===== src/rtl/decimal_acc_pkg.sv =====
// Shared types and constants for the decimal accumulator datapath.
package decimal_acc_pkg;

   typedef enum logic {
      ACCUM = 1'b0,
      HOLD  = 1'b1
   } acc_state_t;

   localparam int DIGIT_W = 4;
   localparam int RADIX   = 10;
   localparam int MAX_BCD = 9;

   // Width needed to hold acc*10 + digit without losing carries.
   function automatic int ext_width(input int width);
      return width + DIGIT_W;
   endfunction

endpackage


===== src/rtl/mul10_add.sv =====
// Combinational times-ten-plus-digit using two shifts and an adder chain.
module mul10_add
   import decimal_acc_pkg::*;
#(
   parameter int WIDTH = 13
) (
   input  logic [WIDTH-1:0]            x,
   input  logic [DIGIT_W-1:0]          d,
   output logic [ext_width(WIDTH)-1:0] y
);

   localparam int EW = ext_width(WIDTH);

   logic [EW-1:0] xext;

   // x*8 + x*2 + d, computed at full extended width so no carry is lost.
   always_comb begin
      xext = EW'(x);
      y    = (xext << 3) + (xext << 1) + EW'(d);
   end

endmodule


===== src/rtl/decimal_accumulator.sv =====
// Sequential BCD-to-binary accumulator with a valid/ready digit input and a
// held result output. Optional build macro: DECIMAL_ACC_SATURATE_EN clamps the
// accumulator at 2^WIDTH-1 on overflow instead of wrapping.
module decimal_accumulator
   import decimal_acc_pkg::*;
#(
   parameter int WIDTH      = 13,
   parameter int MAX_DIGITS = 4
) (
   input  logic                             clk,
   input  logic                             reset,
   input  logic                             clear,
   input  logic                             digit_valid,
   input  logic [DIGIT_W-1:0]               digit,
   input  logic                             digit_last,
   output logic                             digit_ready,
   output logic                             value_valid,
   input  logic                             value_ready,
   output logic [WIDTH-1:0]                 value,
   output logic                             overflow,
   output logic                             bad_digit,
   output logic [$clog2(MAX_DIGITS+1)-1:0]  digit_count
);

   localparam int EW = ext_width(WIDTH);
   localparam int CW = $clog2(MAX_DIGITS + 1);

   acc_state_t       state;
   logic [WIDTH-1:0] acc;
   logic [EW-1:0]    prod;
   logic             prod_ovf;

   mul10_add #(.WIDTH(WIDTH)) u_mul10_add (
      .x (acc),
      .d (digit),
      .y (prod)
   );

   // Any nonzero bit above WIDTH means the new value no longer fits.
   always_comb begin
      prod_ovf = |prod[EW-1:WIDTH];
   end

   // Handshake outputs decode straight from the state register.
   always_comb begin
      digit_ready = (state == ACCUM);
      value_valid = (state == HOLD);
      value       = acc;
   end

   // Main FSM: accumulate digits, freeze on the last one, release on value_ready.
   always_ff @(posedge clk) begin
      if (reset || clear) begin
         state       <= ACCUM;
         acc         <= '0;
         digit_count <= '0;
         overflow    <= 1'b0;
         bad_digit   <= 1'b0;
      end else begin
         case (state)
            ACCUM: begin
               if (digit_valid) begin
                  if (digit > DIGIT_W'(MAX_BCD)) begin
                     bad_digit <= 1'b1;
                  end else if (digit_count == CW'(MAX_DIGITS)) begin
                     overflow <= 1'b1;
                  end else begin
                     if (prod_ovf) begin
                        overflow <= 1'b1;
                     end
`ifdef DECIMAL_ACC_SATURATE_EN
                     acc <= prod_ovf ? {WIDTH{1'b1}} : prod[WIDTH-1:0];
`else
                     acc <= prod[WIDTH-1:0];
`endif
                     digit_count <= digit_count + CW'(1);
                  end
                  if (digit_last) begin
                     state <= HOLD;
                  end
               end
            end
            HOLD: begin
               if (value_ready) begin
                  state       <= ACCUM;
                  acc         <= '0;
                  digit_count <= '0;
                  overflow    <= 1'b0;
                  bad_digit   <= 1'b0;
               end
            end
            default: state <= ACCUM;
         endcase
      end
   end

endmodule

===== config.mk =====
export PLATFORM = sky130hd
export DESIGN_NAME = decimal_accumulator
export DESIGN_NICKNAME = d
export VERILOG_FILES = /design/src/rtl/decimal_acc_pkg.sv /design/src/rtl/mul10_add.sv /design/src/rtl/decimal_accumulator.sv
export SDC_FILE = /design/constraint.sdc
export NUM_CORES = 1
export LEC_CHECK = 0
export BUFFER_PORTS_ARGS = -buffer_cell sky130_fd_sc_hd__buf_2
export CAP_MARGIN = 40
export CORE_ASPECT_RATIO = 0.6
export CORE_MARGIN = 5
export CORE_UTILIZATION = 25
export CTS_CLUSTER_SIZE = 16
export DETAILED_ROUTE_END_ITERATION = 6
export MAX_ROUTING_LAYER = met4
export PLACE_DENSITY = 0.47
export SLEW_MARGIN = 20
export SYNTH_ARGS = -nofsm -noshare
export SYNTH_HDL_FRONTEND = slang
export SYNTH_SLANG_ARGS = --single-unit

===== constraint.sdc =====
create_clock -name clk -period 4.36 [get_ports clk]
set_input_delay 0.872 -clock clk [delete_from_list [all_inputs] [get_ports clk]]
set_output_delay 0.872 -clock clk [all_outputs]
set_load 0.05 [all_outputs]

# Word level (Yosys, flattened, before mapping)
# Index checks and enable logic that the tools add are counted.
# totals
wordCells	45
regBits	19
inputBits	10
out_inout_bits	20
# classes
n_lt_le_gt_ge	1
eq_ne	7
addsub	3
bitwise_logic	1
n_reduce_logical	5
mux	23
# op_table
cell	count
$mux W13	4
$pmux W13 S2	1
$add A16 B14 Y17	1
$add A17 B4 Y17	1
$mux W3	4
$mux W1	10
$ne A2 B2 Y1 const B	4
$reduce_and A4 Y1	2
$pmux W1 S2	3
$pmux W3 S2	1
$gt A4 B4 Y1 const B	1
$reduce_or A4 Y1	1
$add A3 B1 Y3 const B	1
$eq A3 B3 Y1 const B	1
$ne A3 B1 Y1 const B	1
$reduce_and A3 Y1	1
$ne A2 B1 Y1 const B	1
$logic_or A1 B1 Y1	1
$not A1 Y1	1

# Logic depth before layout (Yosys ltp)
# logic_depth
word_depth	8
ltp_mapped	10
mapped_depth_nobuf	10

# Modules after synthesis
# A second synthesis with hierarchy kept.
# unflattened
hier_cells	214
area_unflattened_um2	1793.0
# modules_own_cells
mod	n_inst	area_per_inst_um2	seq_area_each_um2	cells_each
mul10_add	1	923.4	0.0	121
decimal_accumulator	1	869.6	380.4	93

# Worst setup path before layout
# No wires, ideal clock.
# synth_timing
path_type	input to register
startpoint	input digit[3]
endpoint	register acc[10] (netlist: value[10])
stages	10
arrival_ps	3010
setup_ps	120
n_path_buf	0
slack_ps	1230
path_cell_list	inv_1 > fa_1 > inv_1 > fa_1 > a21o_1 > a221oi_2 > o21bai_1 > a21oi_1 > nor4b_1 > a211o_1
# synth_via
elab_chain_len	5
elab_cells_between_ends	8
classes_between	add/sub (1); order compare (1); eq/ne (1); mux (4); reduce/logical (1)
# synth_lines
element	line	source
from (decl)	decimal_accumulator.sv:14	input logic [DIGIT_W-1:0] digit,
$add A17 B4 Y17	mul10_add.sv:19	y = (xext << 3) + (xext << 1) + EW'(d);
$mux W13	decimal_accumulator.sv:65	end else if (digit_count == CW'(MAX_DIGITS)) begin
$mux W13	decimal_accumulator.sv:63	if (digit > DIGIT_W'(MAX_BCD)) begin
$mux W13	decimal_accumulator.sv:62	if (digit_valid) begin
$pmux W13 S2	decimal_accumulator.sv:60	case (state)
to (signal assigned)	decimal_accumulator.sv:74	acc <= prod[WIDTH-1:0];
to (decl)	decimal_accumulator.sv:29	logic [WIDTH-1:0] acc;
# Several ways; a longest one is shown, not always the timed one. The select of a mux whose other input is x is not followed.
# A chain may end at the register's enable or synchronous reset.

# Worst setup path in the final report
# Same ends and word-level chain as after synthesis.

==> summary.txt <==
Routing
  – Routed wire per std cell: 14.44 um
  – DRC errors left: 0
  – Total Wirelength: 4332 um
  – DR vias: 1461
  – DR pass1 iterations: 4
  – Via density per instance: 4.870
  – Starting DRT DRC Count: 64
  – ANT nets after route: 0

Timing
  – Worst Skew: 0.002390 ns
  – Setup ws final: 1.195 ns
  – Fmax: 315.9 MHz
  – Final hold viol count: 0
  – Fin crit share: 0.7259
  – Setup violators final: 0
  – TNS Setup: 0 ns
  – Period minus WS final: 3.165 ns
  – Max-slew violations: 0
  – Least-Margin Pin Slew: 0.5066 ns
  – Unrepaired setup endpoints after global routing: false
  – Rel. slew slack: 0.6622

Final layout
  – Area grow syn2layout: 18.95%
  – Footprint of the multi-input gates: 1126 sq um
  – N_diodes: 0
  – Cell Count, Final, Fillers Out: 300
  – Proportion of layout cells with a drive suffix above 1: 0.1991
  – Nets@finish: 256
  – FF/Latch Area: 380.4 sq um
  – Filler Cell Count: 671

Global routing
  – First-pass GRT wire length: 7010 um
  – Total grt overflow: 0
  – Vias in the first global route: 1353
  – Gr usage total: 0.1117
  – Antenna violations before repair: 0
  – Largest net degree at the start of global routing: 18

Run
  – Total of max-cap violations: 0

Logic synthesis
  – Sequential share of the synthesized area: 0.2430
  – Post-synthesis mux area share: 0.007194
  – Synth Area in XOR/XNOR: 0.03917
  – Synth Instances: 187
  – Synth Area in Simple Gates: 0.1871
  – Warnings from Yosys: 0
  – Syn_area_per_cell: 8.370 sq um
  – Post-Syn Nets: 226
  – Synth Register Bits: 19
  – Post-synthesis cell type count: 41
  – Ys flop type: dfxtp_1
  – Post-synthesis adder-cell area fraction: 0.2414
  – Synth async-reset ratio: 0
  – Number of flops mapped to enable cells by yosys: 0
  – Largest family of logic cells by synthesized area: compound AO/OA/AOI/OAI gates
  – Post-synthesis compound-gate area fraction: 0.2446
  – Synth Cell Area: 1565 sq um

Floorplan
  – Initial Util: 0.2573
  – Die area: 7995 sq um
  – Width of the die: 112.2 um
  – Placeable Area: 6083 sq um
  – Die height: 71.29 um
  – Row count: 22
  – IO Count: 30

Setup path
  – Worst R2R Path Depth: 10
  – CP startpoint kind: primary input
  – Endpoint class of the critical path: flip-flop
  – Worst R2R Start: value[2]
  – FF-to-FF setup slack: 1.39 ns
  – Required @ worst endpoint: 4.52 ns
  – Critical Path AT: 3.33 ns
  – Worst Path Max Fanout: 5
  – Critical path class: in -> reg
  – Capturing point of the worst reg2reg path: value[10]

Clock network
  – Clock sinks: 19
  – Root Driver: clkbuf_8
  – Max clock buf depth: 2
  – Hold Buf Count CTS: 0
  – Post CTS Setup Buffer Count: 0
  – CTS tree: done
  – H-tree levels: 1
  – CTS clk-pin slew, worst paths: 0.09 ns
  – Clock Latency Late Sink: 0.26 ns
  – Cts bufs inserted: 3
  – Post-CTS resize count: 0

Placed design
  – Hpwl dp: 3326 um
  – Placer Congestion: 0.8817
  – Placement Setup Slack: 0.9175 ns
  – Port Buffers: 29
  – DP Cell Count: 296

Worst hold path
  – HP Start: value[0]
  – Worst Hold Class: reg -> reg
  – Worst hold path depth: 2
  – Hold EP: value[0]

Pwr
  – PwrDens: 200.9 nW/um^2
  – Total power: 374.1 uW
  – VDD IR max: 0.00009697 V
  – Leak Pwr: 0.0009020 uW

Outcome
  – Status: completed
logic make-up after synthesis:
group / after synthesis
buffers and inverters: 15
AO/OA/AOI/OAI: 57
flip-flops: 19
multiplexers: 1
XOR/XNOR: 7
adder cells (fa/ha/maj): 29
AND/OR/NAND/NOR: 59
cells in the mapped netlist, drive strengths merged, types with 2 or more instances:
cell	count	area (sq um)
a211o	2	17.52
a211oi	2	25.02
a21o	4	30.03
a21oi	26	133.9
a221oi	2	23.77
a22oi	4	30.03
a31oi	2	12.51
and3	6	37.54
buf	2	10.01
clkbuf	4	15.01
dfxtp	19	380.4
fa	2	40.04
ha	27	337.8
inv	8	30.03
nand2	13	48.80
nand3	9	45.04
nand4	3	18.77
nor2	14	52.55
nor2b	3	18.77
nor3	3	15.01
o211ai	2	15.01
o21a	2	15.01
o21ai	7	38.79
or3	2	12.51
xnor2	5	43.79
xor2	2	17.52
registers in the layout, summed over array words and instances (netlist names):
signal / flops
value: 13
overflow: 1
digit_count: 3
bad_digit: 1
value_valid: 1
worst max path at each step:
stage             start        end  slack [ns]  depth (start not counted)
2_1_floorplan  digit[3]  value[10]        1.23                         10
3_3_place_gp   digit[3]  value[10]        0.97                         11
3_5_place_dp   digit[3]  value[10]        0.92                         11
4_1_cts        digit[3]  value[10]        1.20                         11
5_1_grt        digit[3]  value[10]        1.10                         11
6_report       digit[3]  value[10]        1.19                         11
cells in the final DEF, fill, tap and decap left out, drive strengths merged, types with 2 or more instances in the layout:
cell type and count:
a211o 2, a211oi 2, a21o 4, a21oi 26, a221oi 2, a22oi 4
a31oi 2, and3 6, buf 31, clkbuf 3, dfxtp 19, fa 2
ha 27, inv 8, nand2 13, nand3 9, nand4 3, nor2 14
nor2b 3, nor3 3, o211ai 2, o21a 2, o21ai 7, or3 2
xnor2 5, xor2 2
layout make-up:
type                       instances  share of cell area
clock inverter                     1            0.004032
clock buffer                       3             0.02218
multi-input combinational        153              0.6048
tap                               84             0.05645
inverter                           9             0.01815
sequential                        19              0.2043
timing repair buffer              31             0.09005
per-layer routing:
layer  vias to the layer above  GRT usage  routed length (um)
met2                        34     0.1439                1577
met4                         0    0.02000                  45
met5                         -          -                   0
met3                         6    0.02785                 154
li1                        747          -                   -
met1                       674     0.1725                2555
through the flow:
stage          utilization  hold WS, ns  cell area, sq um
2_1_floorplan            -       0.6943              1565
3_3_place_gp        0.2956       0.4846              1798
3_5_place_dp        0.2980       0.4860              1813
4_1_cts             0.3060       0.5008              1862
5_1_grt             0.3060       0.5365              1862
6_report            0.3060       0.4936              1862
worst max-delay path, cell delays in order:
cell and delay, ns:
buf_2 0.08, inv_1 0.04, fa_1 0.47, inv_1 0.06, fa_1 0.46, a21o_1 0.23, a221oi_2 0.47, o21bai_1 0.11
a21oi_1 0.21, nor4b_1 0.08, a211o_1 0.24
power by group:
part           leakage, uW  total, uW  internal, uW  switching, uW
combinational     0.000727       58.0          20.0           38.0
sequential        0.000153        179           176           3.23
clock            0.0000217        137          64.6           72.4
total             0.000902        374           260            114
Power figures use the tool's default switching activity.
